File: src/rtl/borda_event_scheduler.sv
`default_nettype none
// ============================================================================
// Module   : borda_event_scheduler
// Purpose  : Rising-edge event scheduler for a two-channel edge-detection
//            datapath. Each channel keeps a saturating count of pending
//            edges. Pending events are offered round-robin on one
//            valid/ready port. Each channel also has a sticky overflow flag.
// Ports    : clk        - system clock, rising edge
//            rst        - asynchronous reset, active-low
//            entrada    - level inputs, bit i = channel i
//            enable     - 1 = count new edges, 0 = discard them
//            evt_ready  - consumer accepts the offered event
//            clear_ovf  - synchronous clear of both overflow flags
//            evt_valid  - event offered (registered)
//            evt_chan   - channel of the offered event (registered)
//            pending0/1 - per-channel pending counts
//            overflow   - sticky per-channel overflow flags
// Revision : 1.0 - initial release
// ============================================================================
module borda_event_scheduler #(
  parameter int CNT_W = 4
) (
  input  logic             clk,
  input  logic             rst,
  input  logic [1:0]       entrada,
  input  logic             enable,
  input  logic             evt_ready,
  input  logic             clear_ovf,
  output logic             evt_valid,
  output logic             evt_chan,
  output logic [CNT_W-1:0] pending0,
  output logic [CNT_W-1:0] pending1,
  output logic [1:0]       overflow
);

  typedef enum logic [0:0] {
    S_IDLE  = 1'b0,
    S_OFFER = 1'b1
  } state_t;

  state_t           r_state;
  state_t           w_state_nxt;
  logic [1:0]       r_prev;
  logic [1:0]       w_rise;
  logic [CNT_W-1:0] r_cnt     [2];
  logic [CNT_W-1:0] w_cnt_nxt [2];
  logic [1:0]       w_ovf_set;
  logic [1:0]       r_ovf;
  logic             r_valid;
  logic             r_chan;
  logic             r_last_grant;
  logic             w_valid_nxt;
  logic             w_chan_nxt;
  logic             w_lg_nxt;
  logic             w_accept;

  // Round-robin pick: when both channels are pending, take the one that was
  // not granted last. Otherwise take whichever one is pending.
  function automatic logic arb(input logic nz0, input logic nz1, input logic lg);
    if (nz0 && nz1) return ~lg;
    else if (nz1)   return 1'b1;
    else            return 1'b0;
  endfunction

  assign w_rise   = entrada & ~r_prev;
  assign w_accept = r_valid & evt_ready;

  for (genvar i = 0; i < 2; i++) begin : g_chan
    logic w_inc;
    logic w_dec;
    logic w_at_max;

    assign w_inc    = w_rise[i] & enable;
    // A channel is only offered while its count is nonzero. The decrement
    // therefore never underflows.
    assign w_dec    = w_accept & (r_chan == 1'(i));
    assign w_at_max = (r_cnt[i] == {CNT_W{1'b1}});

    always_comb begin
      w_cnt_nxt[i] = r_cnt[i];
      w_ovf_set[i] = 1'b0;
      if (w_inc && !w_dec) begin
        if (w_at_max) w_ovf_set[i] = 1'b1;
        else          w_cnt_nxt[i] = r_cnt[i] + CNT_W'(1);
      end else if (w_dec && !w_inc) begin
        w_cnt_nxt[i] = r_cnt[i] - CNT_W'(1);
      end
    end
  end

  always_comb begin
    w_state_nxt = r_state;
    w_valid_nxt = r_valid;
    w_chan_nxt  = r_chan;
    w_lg_nxt    = r_last_grant;
    case (r_state)
      S_IDLE: begin
        w_valid_nxt = 1'b0;
        if ((|r_cnt[0]) || (|r_cnt[1])) begin
          w_chan_nxt  = arb(|r_cnt[0], |r_cnt[1], r_last_grant);
          w_valid_nxt = 1'b1;
          w_state_nxt = S_OFFER;
        end
      end
      S_OFFER: begin
        w_valid_nxt = 1'b1;
        if (evt_ready) begin
          // Arbitrate on the post-update counts. The channel just accepted
          // becomes the new last grant.
          w_lg_nxt = r_chan;
          if ((|w_cnt_nxt[0]) || (|w_cnt_nxt[1])) begin
            w_chan_nxt = arb(|w_cnt_nxt[0], |w_cnt_nxt[1], r_chan);
          end else begin
            w_valid_nxt = 1'b0;
            w_state_nxt = S_IDLE;
          end
        end
      end
      default: begin
        w_valid_nxt = 1'b0;
        w_state_nxt = S_IDLE;
      end
    endcase
  end

  always_ff @(posedge clk or negedge rst) begin
    if (!rst) begin
      r_state      <= S_IDLE;
      r_prev       <= 2'b00;
      r_cnt[0]     <= '0;
      r_cnt[1]     <= '0;
      r_ovf        <= 2'b00;
      r_valid      <= 1'b0;
      r_chan       <= 1'b0;
      r_last_grant <= 1'b1;
    end else begin
      r_state      <= w_state_nxt;
      r_prev       <= entrada;
      r_cnt[0]     <= w_cnt_nxt[0];
      r_cnt[1]     <= w_cnt_nxt[1];
      // If a flag is set in the same cycle as the clear, the set wins.
      r_ovf        <= clear_ovf ? w_ovf_set : (r_ovf | w_ovf_set);
      r_valid      <= w_valid_nxt;
      r_chan       <= w_chan_nxt;
      r_last_grant <= w_lg_nxt;
    end
  end

  assign evt_valid = r_valid;
  assign evt_chan  = r_chan;
  assign pending0  = r_cnt[0];
  assign pending1  = r_cnt[1];
  assign overflow  = r_ovf;

endmodule
`default_nettype wire
File: config.mk
export PLATFORM = sky130hd
export DESIGN_NAME = borda_event_scheduler
export DESIGN_NICKNAME = d
export VERILOG_FILES = /design/src/rtl/borda_event_scheduler.sv
export SDC_FILE = /design/constraint.sdc
export NUM_CORES = 1
export LEC_CHECK = 0
export CAP_MARGIN = 15
export CELL_PAD_IN_SITES_DETAIL_PLACEMENT = 1
export CELL_PAD_IN_SITES_GLOBAL_PLACEMENT = 2
export CORE_UTILIZATION = 30
export CTS_CLUSTER_SIZE = 24
export DETAILED_ROUTE_END_ITERATION = 16
export GPL_TIMING_DRIVEN = 0
export PLACE_DENSITY_LB_ADDON = 0.12
export SETUP_SLACK_MARGIN = 0.02
export SLEW_MARGIN = 15
export SYNTH_ARGS = -nofsm -noshare
export SYNTH_HDL_FRONTEND = slang
export SYNTH_SLANG_ARGS = --single-unit
File: constraint.sdc
create_clock -name clk -period 2.9 [get_ports clk]
set_clock_uncertainty 0.1 [all_clocks]
set_input_delay 0.58 -clock clk [delete_from_list [all_inputs] [get_ports clk]]
set_output_delay 0.58 -clock clk [all_outputs]
set_load 0.01 [all_outputs]
## Word-level counts from Yosys, hierarchy flattened

Index checks and enable logic that the tools add are counted.

| word-level totals | value |
|---|---|
| register bits after elaboration | 15 |
| input bits | 7 |
| output and inout port bits | 12 |
| logic and storage cells | 68 |

| cells by class | value |
|---|---|
| add/sub/neg operators | 4 |
| equal/unequal tests | 5 |
| muxes and demuxes | 23 |
| bitwise gates (word level) | 11 |
| reductions and logical operators | 18 |

Operators with widths:

| operator | number |
|---|---|
| 4-bit two-way mux | 6 |
| 4-bit OR reduction | 4 |
| 1-bit two-way mux | 14 |
| 4-bit by 1-bit adder with 4-bit output, second input constant | 2 |
| 4-bit equality test, second input constant | 2 |
| 4-bit by 1-bit subtractor with 4-bit output, second input constant | 2 |
| 1-bit logical AND | 6 |
| 1-bit AND | 5 |
| 1-bit logical NOT | 4 |
| 2-bit != test, second input constant | 2 |
| 1-bit case mux with 2 select lines | 2 |
| 1-bit inverter | 3 |
| 3-bit AND reduction | 1 |
| 2-bit AND | 1 |
| 1-bit logical OR | 2 |
| 2-bit two-way mux | 1 |
| 2-bit by 1-bit != test with 1-bit output, second input constant | 1 |
| 2-bit inverter | 1 |
| 2-bit OR | 1 |
| 2-bit AND reduction | 1 |

## Logic depth before layout (Yosys ltp)

| logic depth | value |
|---|---|
| word-level depth | 13 |
| depth in mapped cells | 7 |
| gate-level depth less buffers | 7 |

## Worst setup path before layout

OpenSTA, ideal clock, no wires.

| timing path | value |
|---|---|
| kind | input -> register |
| from | in enable |
| to | reg r_chan, in the netlist evt_chan |
| library setup time | 0.126 ns |
| data arrival time | 2.036 ns |
| required time | 2.674 ns |
| setup slack | 0.638 ns |
| stages | 6 |
| path buffers | 0 |
| cells stage by stage | and3b_2 nor2_1 a32o_2 a21oi_2 or4_1 a221o_1 |

RTL lines:

| what | line | RTL |
|---|---|---|
| start, declared | 26 | `input logic enable,` |
| end signal, assigned | 144 | `r_chan <= w_chan_nxt;` |
| end, declared | 50 | `logic r_chan;` |

==> flow_summary.yaml <==
route:
  dr_total_vias: 911
  antenna_left: 0
  first_pass_iters: 4
  drc_errors: 0
  drt-vias-per-instance: 5.30
  wirelength_mm: 2.52
  drt_iter0_drc: 24
  avgRoutedWirePerCell_um: 14.7
placement:
  buffer_ports.inserted: 18
  dp_hpwl_mm: 1.95
  gp_congestion: 0.782
clock_network:
  cts.path.max_buffers: 2
  buffer_type_at_the_clock_tree_root: "clkbuf_4"
  post_cts_resized: 0
  tritoncts: "yes"
  clkSlewWorstSetupHoldPaths_ns: 0.09
  cts.hold.buffers_added: 0
  ctsHtreeMaxLevel: 1
  clock_insertion_delay_worst_skew_ns: 0.29
  cts_setup_buffers: 0
  cts-buffers-inserted: 3
  cts.sink_count: 15
sta:
  report.final.hold_viol_count: 0
  fin_crit_period_ns: 2.71
  hold_ws_ns: 0.411
  finalCritPeriodShare: 0.934
  setup_viol: 0
  timing.final.max_slew_violations: 0
  worst_margin_pin_slew_ns: 0.712
  max_clock_freq_mhz: 369
  grt_setup_unrepaired: "false"
  timing.slew.headroom: 0.524
grt:
  gr-total-overflow: 0
  globalRouteTotalUtil: 0.169
  grt_pass1_wl_mm: 4.37
  vias_in_the_first_global_route: 933
  grt_antenna_before_repair: 0
  grt_max_degree: 16
run_status:
  outcome: "finished, final reports clean"
critical_path:
  r2r_slack_ns: 0.53
  timing.setup.critical_path_class: "in2reg"
  critical-path-max-stage-delay_ns: 0.58
  cp_data_arrival_time_ns: 2.79
  cp-endpoint: "evt_chan"
  cell_chain_of_the_critical_path: "clkdlybuf4s50_1 -> nand3_2 -> nor2_1 -> a32o_2 -> a21oi_2 -> or4_1 -> a221o_1"
  worst_r2r_endpoint: "evt_chan"
  crit-reg2reg-launch: "pending1[1]"
  crit_start: "evt_ready"
  crit_path_end_kind: "flop"
  crit_slowest_cell: "clkdlybuf4s50_1"
  reg2reg_depth: 6
  maximum_fanout_count_along_the_critical_path: 6
  cp_data_required_time_ns: 2.98
  timing.critical_path.from_type: "input port"
floorplan:
  initial_utilization: 0.316
  row_count: 20
  die_outline_height_um: 59.0
  io_pins: 19
  core-area_um2: 3080
  design.die.area_um2: 3480
  die_width_um: 59.0
finish:
  register_area_um2: 377
  antenna-diode-count: 0
  multiInputGateArea_um2: 544
  post_route_cells_drive_above_1_share: 0.117
  final.fill_count: 379
  area.growth.synth_to_final_pct: 27.0
  fin_nets: 141
power_and_ir_drop:
  p_leak_nw: 0.520
  total_power_mw: 1.14
  power.clock.fraction: 0.106
  combinational_group_share_of_total_power: 0.540
  switching_share: 0.443
  p_sw_mw: 0.505
  power.ir.vdd_worst_v: 0.000323
  internal-power_mw: 0.634
  power.share.sequential: 0.354
  power_density_nw_per_um2: 921
synth:
  leading_cell_types_by_total_area_after_synthesis: "dfrtp_1, ha_1, inv_1, o21ai_0, nand3_1"
  syn_area_um2: 973
  yosys.cell_types.count: 40
  asr_flop_ratio_synth: 1.00
  ys_dominant_reg_cell: "dfrtp_1"
  post-synth-top-area-fraction: 0.360
  synth-edff-count: 0
  synthDominantAreaCellType: "dfrtp_1"
  seq_total_area_yosys: 0.387
  synth_area_per_cell_um2: 9.18
  synth.ff_latch_count: 15
  synthesis.yosys.warnings: 0
  synthCells: 106
  syn_nets: 118
hold_path:
  holdCritPathClass: "reg2reg"
  min-delay-start: "r_last_grant"
  hold_depth: 2
job:
  drv_cap: 0
-- placed cells by master (no fill, tap or decap), drive strengths merged, types with 2 or more instances in the layout --
cell type,Yosys,final
clkdlybuf4s50,0,18
nand3b,3,3
a21oi,6,6
a221oi,2,2
nor3,4,4
and3b,3,3
nor2,10,10
inv,11,11
a32o,2,2
ha,5,5
nor4,2,2
nor3b,2,2
and3,3,3
o21ai,10,10
nand2,4,4
nand3,8,8
clkbuf,0,3
dfrtp,14,14
xnor2,2,2
-- metal layers --
metal	track usage	part of all wire	vias to the layer above
met2	0.255	0.44	17
li1	-	-	438
met4	0.0306	0.0036	0
met3	0.0462	0.041	2
met1	0.242	0.51	454
met5	0	0	-
-- worst max-delay path: cells and delay by family --
family | cells | cell delay [ns]
buffers and inverters | 1 | 0.58
AOI/OAI and AO/OA | 3 | 0.59
and+or+nand+nor | 3 | 1.04
-- cells by family (layout without fill, tap and decap cells) --
kind of cell | count (synthesis) | count (layout) | synth area share
AO/OA/AOI/OAI | 31 | 31 | 0.226
XOR/XNOR | 2 | 2 | 0.0180
adder cells (fa/ha/maj) | 5 | 5 | 0.0643
buffers and inverters | 12 | 34 | 0.0540
flip-flops | 15 | 15 | 0.387
AND/OR/NAND/NOR | 41 | 41 | 0.251
-- sequential cells by signal, indices dropped and copies added, names as in the netlist --
signal        flops
evt_chan          1
r_prev            2
overflow          2
pending0          4
evt_valid         1
r_last_grant      1
pending1          4
-- layout make-up --
type                       count  area share
clock inverter                 1     0.00405
buffer                         1     0.00911
multi-input combinational     79       0.440
inverter                      11      0.0334
tap                           44      0.0445
clock buffer                   3      0.0182
sequential                    15       0.305
timing repair buffer          18       0.146
-- worst min-delay path by stage --
stage | to | slack [ns]
floorplan | evt_chan | 0.18
global placement | overflow[0] | 0.39
detailed placement | r_last_grant | 0.40
CTS | r_last_grant | 0.41
global route | overflow[0] | 0.44
finish | r_last_grant | 0.41
-- cells in the mapped netlist, types with 2 or more instances --
| cell type | n |
|---|---|
| nor3b_1 | 2 |
| ha_1 | 5 |
| o21ai_1 | 2 |
| nor3_1 | 4 |
| and3_1 | 2 |
| o21ai_0 | 8 |
| nor4_1 | 2 |
| nand3b_1 | 3 |
| xnor2_1 | 2 |
| nand3_1 | 7 |
| inv_1 | 11 |
| and3b_1 | 2 |
| nor2_1 | 9 |
| a21oi_1 | 5 |
| nand2_1 | 4 |
| dfrtp_1 | 14 |
-- power by group through the flow --
stage | combinational (mW) | clock, mW | sequential (mW)
finish | 0.614 | 0.121 | 0.403
global route | 0.691 | 0.139 | 0.420
CTS | 0.618 | 0.128 | 0.403
detailed placement | 0.612 | 0 | 0.406
global placement | 0.605 | 0 | 0.406
floorplan | 0.348 | 0 | 0.412
-- per-stage QoR --
| step | cell area (µm²) | cells | worst slack [ns] | utilization | setup TNS [ns] |
|---|---|---|---|---|---|
| after floorplan | 973 | 106 | 0.638 | - | 0 |
| after global placement | 1210 | 168 | -0.104 | 0.393 | -0.104 |
| after detailed placement | 1210 | 168 | -0.104 | 0.393 | -0.104 |
| after CTS | 1240 | 172 | 0.222 | 0.402 | 0 |
| after global routing | 1240 | 172 | 0.0673 | 0.402 | 0 |
| final | 1240 | 172 | 0.192 | 0.402 | 0 |
(Power assumes the default switching activity.)
